<file path="config.mk">
export PLATFORM = sky130hd
export DESIGN_NAME = stream_mux_rr
export DESIGN_NICKNAME = d
export VERILOG_FILES = /design/src/rtl/mux_pkg.sv /design/src/rtl/rr_arbiter.sv /design/src/rtl/stream_mux_rr.sv
export SDC_FILE = /design/constraint.sdc
export NUM_CORES = 1
export LEC_CHECK = 0
export ABC_AREA = 1
export CAP_MARGIN = 20
export CORE_AREA = 10 10 56 69
export DETAILED_ROUTE_END_ITERATION = 6
export DIE_AREA = 0 0 66 79
export PLACE_DENSITY = 0.94
export SLEW_MARGIN = 10
export SYNTH_ARGS = -nofsm -noshare
export SYNTH_HDL_FRONTEND = slang
export SYNTH_SLANG_ARGS = --single-unit
</file>
<file path="constraint.sdc">
create_clock -name clk -period 4.1 [get_ports clk]
set_clock_uncertainty 0.05 [all_clocks]
set_input_delay 0.82 -clock clk [delete_from_list [all_inputs] [get_ports clk]]
set_output_delay 0.82 -clock clk [all_outputs]
set_load 0.05 [all_outputs]
</file>
<file path="src/rtl/mux_pkg.sv">
// Shared types and limits for the round-robin stream multiplexer.
// Latency: n/a (declarations only).
// Backpressure: n/a.
package mux_pkg;

    // Arbitration policy, driven at run time from the prio_mode pin.
    typedef enum logic {
        MODE_RR    = 1'b0,
        MODE_FIXED = 1'b1
    } arb_mode_e;

    // Supported channel-count range for stream_mux_rr.
    localparam int MAX_CH = 16;
    localparam int MIN_CH = 2;

endpackage

</file>
<file path="src/rtl/rr_arbiter.sv">
// Combinational arbiter: round-robin (search from ptr+1 upward, wrapping) or fixed priority (lowest index).
// Latency: 0 cycles, purely combinational.
// Backpressure: none here; the caller qualifies the grant with its own load condition.
//
// Ports:
//   req     - per-channel request vector
//   ptr     - index of the last granted channel (round-robin search starts one above it)
//   mode    - MODE_RR or MODE_FIXED
//   gnt     - one-hot grant (all zero when nothing requests)
//   gnt_idx - binary index of the granted channel
//   gnt_any - a grant was issued
module rr_arbiter
    import mux_pkg::*;
#(
    parameter int N_CH  = 4,
    parameter int SEL_W = $clog2(N_CH)
) (
    input  logic [N_CH-1:0]  req,
    input  logic [SEL_W-1:0] ptr,
    input  arb_mode_e        mode,
    output logic [N_CH-1:0]  gnt,
    output logic [SEL_W-1:0] gnt_idx,
    output logic             gnt_any
);

    int               cand;
    logic [SEL_W-1:0] cand_idx;

    // Candidates are visited from lowest priority to highest so the last hit
    // wins. The modulo keeps the wrap at N_CH-1 -> 0 even when N_CH is not a
    // power of two, so out-of-range indices are never produced.
    always_comb begin
        gnt      = '0;
        gnt_idx  = '0;
        gnt_any  = 1'b0;
        cand     = 0;
        cand_idx = '0;
        for (int k = N_CH; k >= 1; k--) begin
            if (mode == MODE_FIXED) begin
                cand = k - 1;
            end else begin
                cand = (int'(ptr) + k) % N_CH;
            end
            cand_idx = SEL_W'(cand);
            if (req[cand_idx]) begin
                gnt_any = 1'b1;
                gnt_idx = cand_idx;
            end
        end
        if (gnt_any) begin
            gnt[gnt_idx] = 1'b1;
        end
    end

endmodule

</file>
<file path="src/rtl/stream_mux_rr.sv">
// N_CH:1 valid/ready stream mux with run-time selectable round-robin or fixed-priority arbitration.
// Latency: 1 cycle from input acceptance to out_valid; sustains 1 beat/cycle.
// Backpressure: in_ready is combinational from out_ready; all in_ready drop while a held beat stalls.
//
// Ports:
//   clk, rst   - clock and synchronous active-high reset
//   prio_mode  - 0 = round-robin, 1 = fixed priority (lowest index wins)
//   in_valid / in_ready / in_data - per-channel handshakes, payload i at [i*DATA_W +: DATA_W]
//   out_valid / out_ready / out_data / out_sel - registered output beat and its source channel
module stream_mux_rr
    import mux_pkg::*;
#(
    parameter int N_CH   = 4,
    parameter int DATA_W = 8,
    parameter int SEL_W  = $clog2(N_CH)
) (
    input  logic                     clk,
    input  logic                     rst,
    input  logic                     prio_mode,
    input  logic [N_CH-1:0]          in_valid,
    output logic [N_CH-1:0]          in_ready,
    input  logic [N_CH*DATA_W-1:0]   in_data,
    output logic                     out_valid,
    input  logic                     out_ready,
    output logic [DATA_W-1:0]        out_data,
    output logic [SEL_W-1:0]         out_sel
);

    generate
        if (N_CH < MIN_CH || N_CH > MAX_CH) begin : g_bad_n_ch
            $error("stream_mux_rr: N_CH out of supported range");
        end
        if (DATA_W < 1) begin : g_bad_data_w
            $error("stream_mux_rr: DATA_W must be at least 1");
        end
    endgenerate

    logic [SEL_W-1:0]  ptr;
    logic [N_CH-1:0]   gnt;
    logic [SEL_W-1:0]  gnt_idx;
    logic              gnt_any;
    logic              load;
    logic              in_xfer;
    logic [DATA_W-1:0] sel_data;

    rr_arbiter #(
        .N_CH  (N_CH),
        .SEL_W (SEL_W)
    ) u_arb (
        .req     (in_valid),
        .ptr     (ptr),
        .mode    (arb_mode_e'(prio_mode)),
        .gnt     (gnt),
        .gnt_idx (gnt_idx),
        .gnt_any (gnt_any)
    );

    // The output register can take a new beat when empty or when its current
    // beat leaves this cycle; this is the intended out_ready -> in_ready path.
    assign load     = ~out_valid | out_ready;
    assign in_ready = (rst || !load) ? '0 : gnt;
    assign in_xfer  = gnt_any & load & ~rst;

    // One-hot AND-OR select so only the granted payload can ever be captured.
    always_comb begin
        sel_data = '0;
        for (int i = 0; i < N_CH; i++) begin
            if (gnt[i]) begin
                sel_data = in_data[i*DATA_W +: DATA_W];
            end
        end
    end

    always_ff @(posedge clk) begin
        if (rst) begin
            out_valid <= 1'b0;
            out_data  <= '0;
            out_sel   <= '0;
            ptr       <= SEL_W'(N_CH - 1);
        end else if (in_xfer) begin
            out_valid <= 1'b1;
            out_data  <= sel_data;
            out_sel   <= gnt_idx;
            // Pointer tracks grants in both modes so round-robin resumes fairly.
            ptr       <= gnt_idx;
        end else if (out_ready) begin
            out_valid <= 1'b0;
        end
    end

endmodule

</file>
==> impl_metrics.csv <==
group,metric,value,unit
logic_synthesis,syn_nets,218,
route,first_pass_iters,4,
logic_synthesis,netlist_instances,178,
critical_path,cp.required,3.23,ns
floorplan,start_util,41.4,%
critical_path,worstPathCellList,"clkdlybuf4s50_1, inv_1, nand2_2, nand2_1, nand2_2, nand2_1, nand2_1, nand2_1, nand2_1, nand2_2, nand2_4, inv_1, nor3_1, buf_12",
route,routed.top_layer,"met4",
clock_network,cts-root-buf,"clkbuf_4",
clock_network,cts.sinks,13,
critical_path,worstPathArrival,2.90,ns
critical_path,end_kind,"output pin",
route,m1WireLength,1.36,mm
global_routing,overflow,0,
layout,drive_gt1_share,13.9,%
route,vias,1258,
route,drc,0,
logic_synthesis,ys_ff_latch,13,
route,dr_wl_met2,1.76,mm
critical_path,crit_fanout,28,
placed_design,placed_area,1660,um^2
worst_hold_path,hold_path_class,"reg -> reg",
layout,nets,272,
route,routed_wl,3.31,mm
floorplan,fp.coreArea,2600,um^2
clock_network,cts_resized,0,
global_routing,grt_usage,13.3,%
layout,syn2layout_area_growth,56.9,%
clock_network,h-tree-depth,1,
critical_path,start_kind,"input pin",
power_and_ir_drop,static-leakage-power,0.812,nW
clock_network,numCtsBuffers,3,
floorplan,die_w,66,um
sta,period_minus_slack,3.77,ns
global_routing,grt_pass1_vias,1242,
placed_design,gp_congestion,0.789,
placed_design,port_buffers,54,
placed_design,dp_hpwl,2.73,mm
critical_path,crit_top_cell,"nand2_1",
logic_synthesis,syn-cell-area,1080,um^2
route,drt-wirelength-per-cell,12.5,um
clock_network,cts_hold_buf,0,
outcome,outcome,"completed",
sta,slew_viol_final,0,
power_and_ir_drop,vdd_drop_max,0.000329,V
sta,setup_viol,0,
placed_design,dp.cells,261,
critical_path,r2r_slack,2.09,ns
logic_synthesis,synth.distinct_cells,24,
critical_path,worst_path_max_delay_cell,"clkdlybuf4s50_1",
power_and_ir_drop,power.total,0.635,mW
sta,setup_tns,0,ns
clock_network,cts_buffer_depth,2,
sta,hold_viol,0,
floorplan,dieArea,5210,um^2
route,drtIter0Drc,60,
layout,design_area,1690,um^2
floorplan,die_h,79,um
route,wl_met3,148,um
logic_synthesis,ys_warn_count,0,
power_and_ir_drop,power_density,376,nW/um^2
sta,post-route-period-util,91.9,%
global_routing,grt_max_degree,29,
logic_synthesis,avgSynthCellArea,6.05,um^2
sta,clock.fmax,0.265,GHz
layout,antennaDiodeCount,0,
layout,multiInputGateArea,642,um^2
clock_network,clock_insertion_delay_worst_skew,0.27,ns
route,antenna_left,0,
clock_network,cts_tree,"yes",
sta,rsz0062_at_grt,"no",
layout,seq_area,260,um^2
floorplan,rows,21,
critical_path,slowest_delay,0.53,ns
sta,tightest_slew,0.522,ns
layout,nFillCells,236,
clock_network,path_clk_slew,0.07,ns
route,vias_per_cell,4.75,
layout,final_cells,265,
sta,max_slew_margin,65.1,%
critical_path,critPathKind,"in -> out",
global_routing,antenna_found_initial,0,
global_routing,grt_pass1_wl,5.71,mm
flow_run,drv_cap,0,
clock_network,postCtsSetupBuffers,0,
logic_synthesis,yosysSeqAreaShare,24.2,%
floorplan,num_io_pins,55,
==> flip-flops by register name, indices dropped and copies added (netlist names) <==
| name | cells |
|---|---|
| out_data | 8 |
| ptr | 2 |
| out_sel | 2 |
| out_valid | 1 |
==> layer usage <==
layer | up-vias | track usage [%]
met1 | 546 | 14.9
met2 | 29 | 24.1
met3 | 4 | 2.53
li1 | 679 | -
met5 | - | 0
met4 | 0 | 4.62
==> worst max-delay path: cells and delay by family <==
family	cells	cell delay (ns)
simple gates	10	1.15
buf+inv	4	0.92
==> stage by stage <==
| step | worst slack (ns) | hold WS, ns | util (%) |
|---|---|---|---|
| floorplan | 0.447 | 0.465 | - |
| global placement | 0.366 | 0.404 | 64.0 |
| detailed placement | 0.312 | 0.412 | 64.0 |
| CTS | 0.309 | 0.424 | 65.0 |
| global route | 0.112 | 0.440 | 65.0 |
| finish | 0.332 | 0.416 | 65.0 |
==> Yosys cell counts <==
| library cell | n | area [um^2] |
|---|---|---|
| nor2_2 | 2 | 12.5 |
| clkbuf_4 | 1 | 7.51 |
| nor2_1 | 11 | 41.3 |
| a21oi_1 | 17 | 85.1 |
| buf_6 | 2 | 22.5 |
| nand3_1 | 19 | 95.1 |
| a21o_2 | 6 | 52.6 |
| nand2_1 | 42 | 158 |
| inv_2 | 2 | 7.51 |
| buf_2 | 2 | 10.0 |
| nor2_4 | 1 | 11.3 |
| nand2_4 | 2 | 22.5 |
| nand3_2 | 1 | 10.0 |
| a21oi_2 | 1 | 8.76 |
| o21ai_1 | 1 | 5.00 |
| clkbuf_1 | 1 | 3.75 |
| a21o_1 | 2 | 15.0 |
| o21ai_0 | 2 | 10.0 |
| nand4_1 | 9 | 56.3 |
| buf_4 | 2 | 15.0 |
| inv_1 | 29 | 109 |
| dfxtp_1 | 13 | 260 |
| nand2_2 | 7 | 43.8 |
| nor3_1 | 3 | 15.0 |
==> report_power, final <==
part           total, mW  switching [mW]  leakage [nW]  internal [mW]
registers          0.159          0.0128         0.107          0.146
clock network     0.0759          0.0383        0.0150         0.0376
logic              0.400           0.242         0.690          0.157
==> final cells by class <==
cell class | instances | share of cell area (%)
Multi-Input combinational cell | 126 | 38.0
Timing Repair Buffer | 57 | 35.7
Sequential cell | 13 | 15.4
Inverter | 31 | 6.88
Tap cell | 34 | 2.52
Clock buffer | 4 | 1.55
==> cells in the final DEF (no fill, tap or decap), drive strengths merged <==
cell           instances
inv                   31
nand3                 20
nand4                  9
buf                    7
nand2                 51
o21ai                  3
dfxtp                 13
clkbuf                 4
a21o                   8
a21oi                 18
clkdlybuf4s50         50
nor3                   3
nor2                  14
==> logic make-up after synthesis <==
logic type / Yosys count / share of synthesized area [%]
DFF: 13 / 24.2
AOI/OAI and AO/OA: 29 / 16.4
and+or+nand+nor: 97 / 43.2
buffers and inverters: 39 / 16.3
==> final timing paths <==
kind                 end  cells after the start        start
min          out_data[0]                      2  out_data[0]
max          in_ready[0]                     14    prio_mode
min reg2reg  out_data[0]                      2  out_data[0]
max reg2reg  out_data[1]                     12       ptr[0]
No activity file was read; power rests on OpenSTA's default activity.
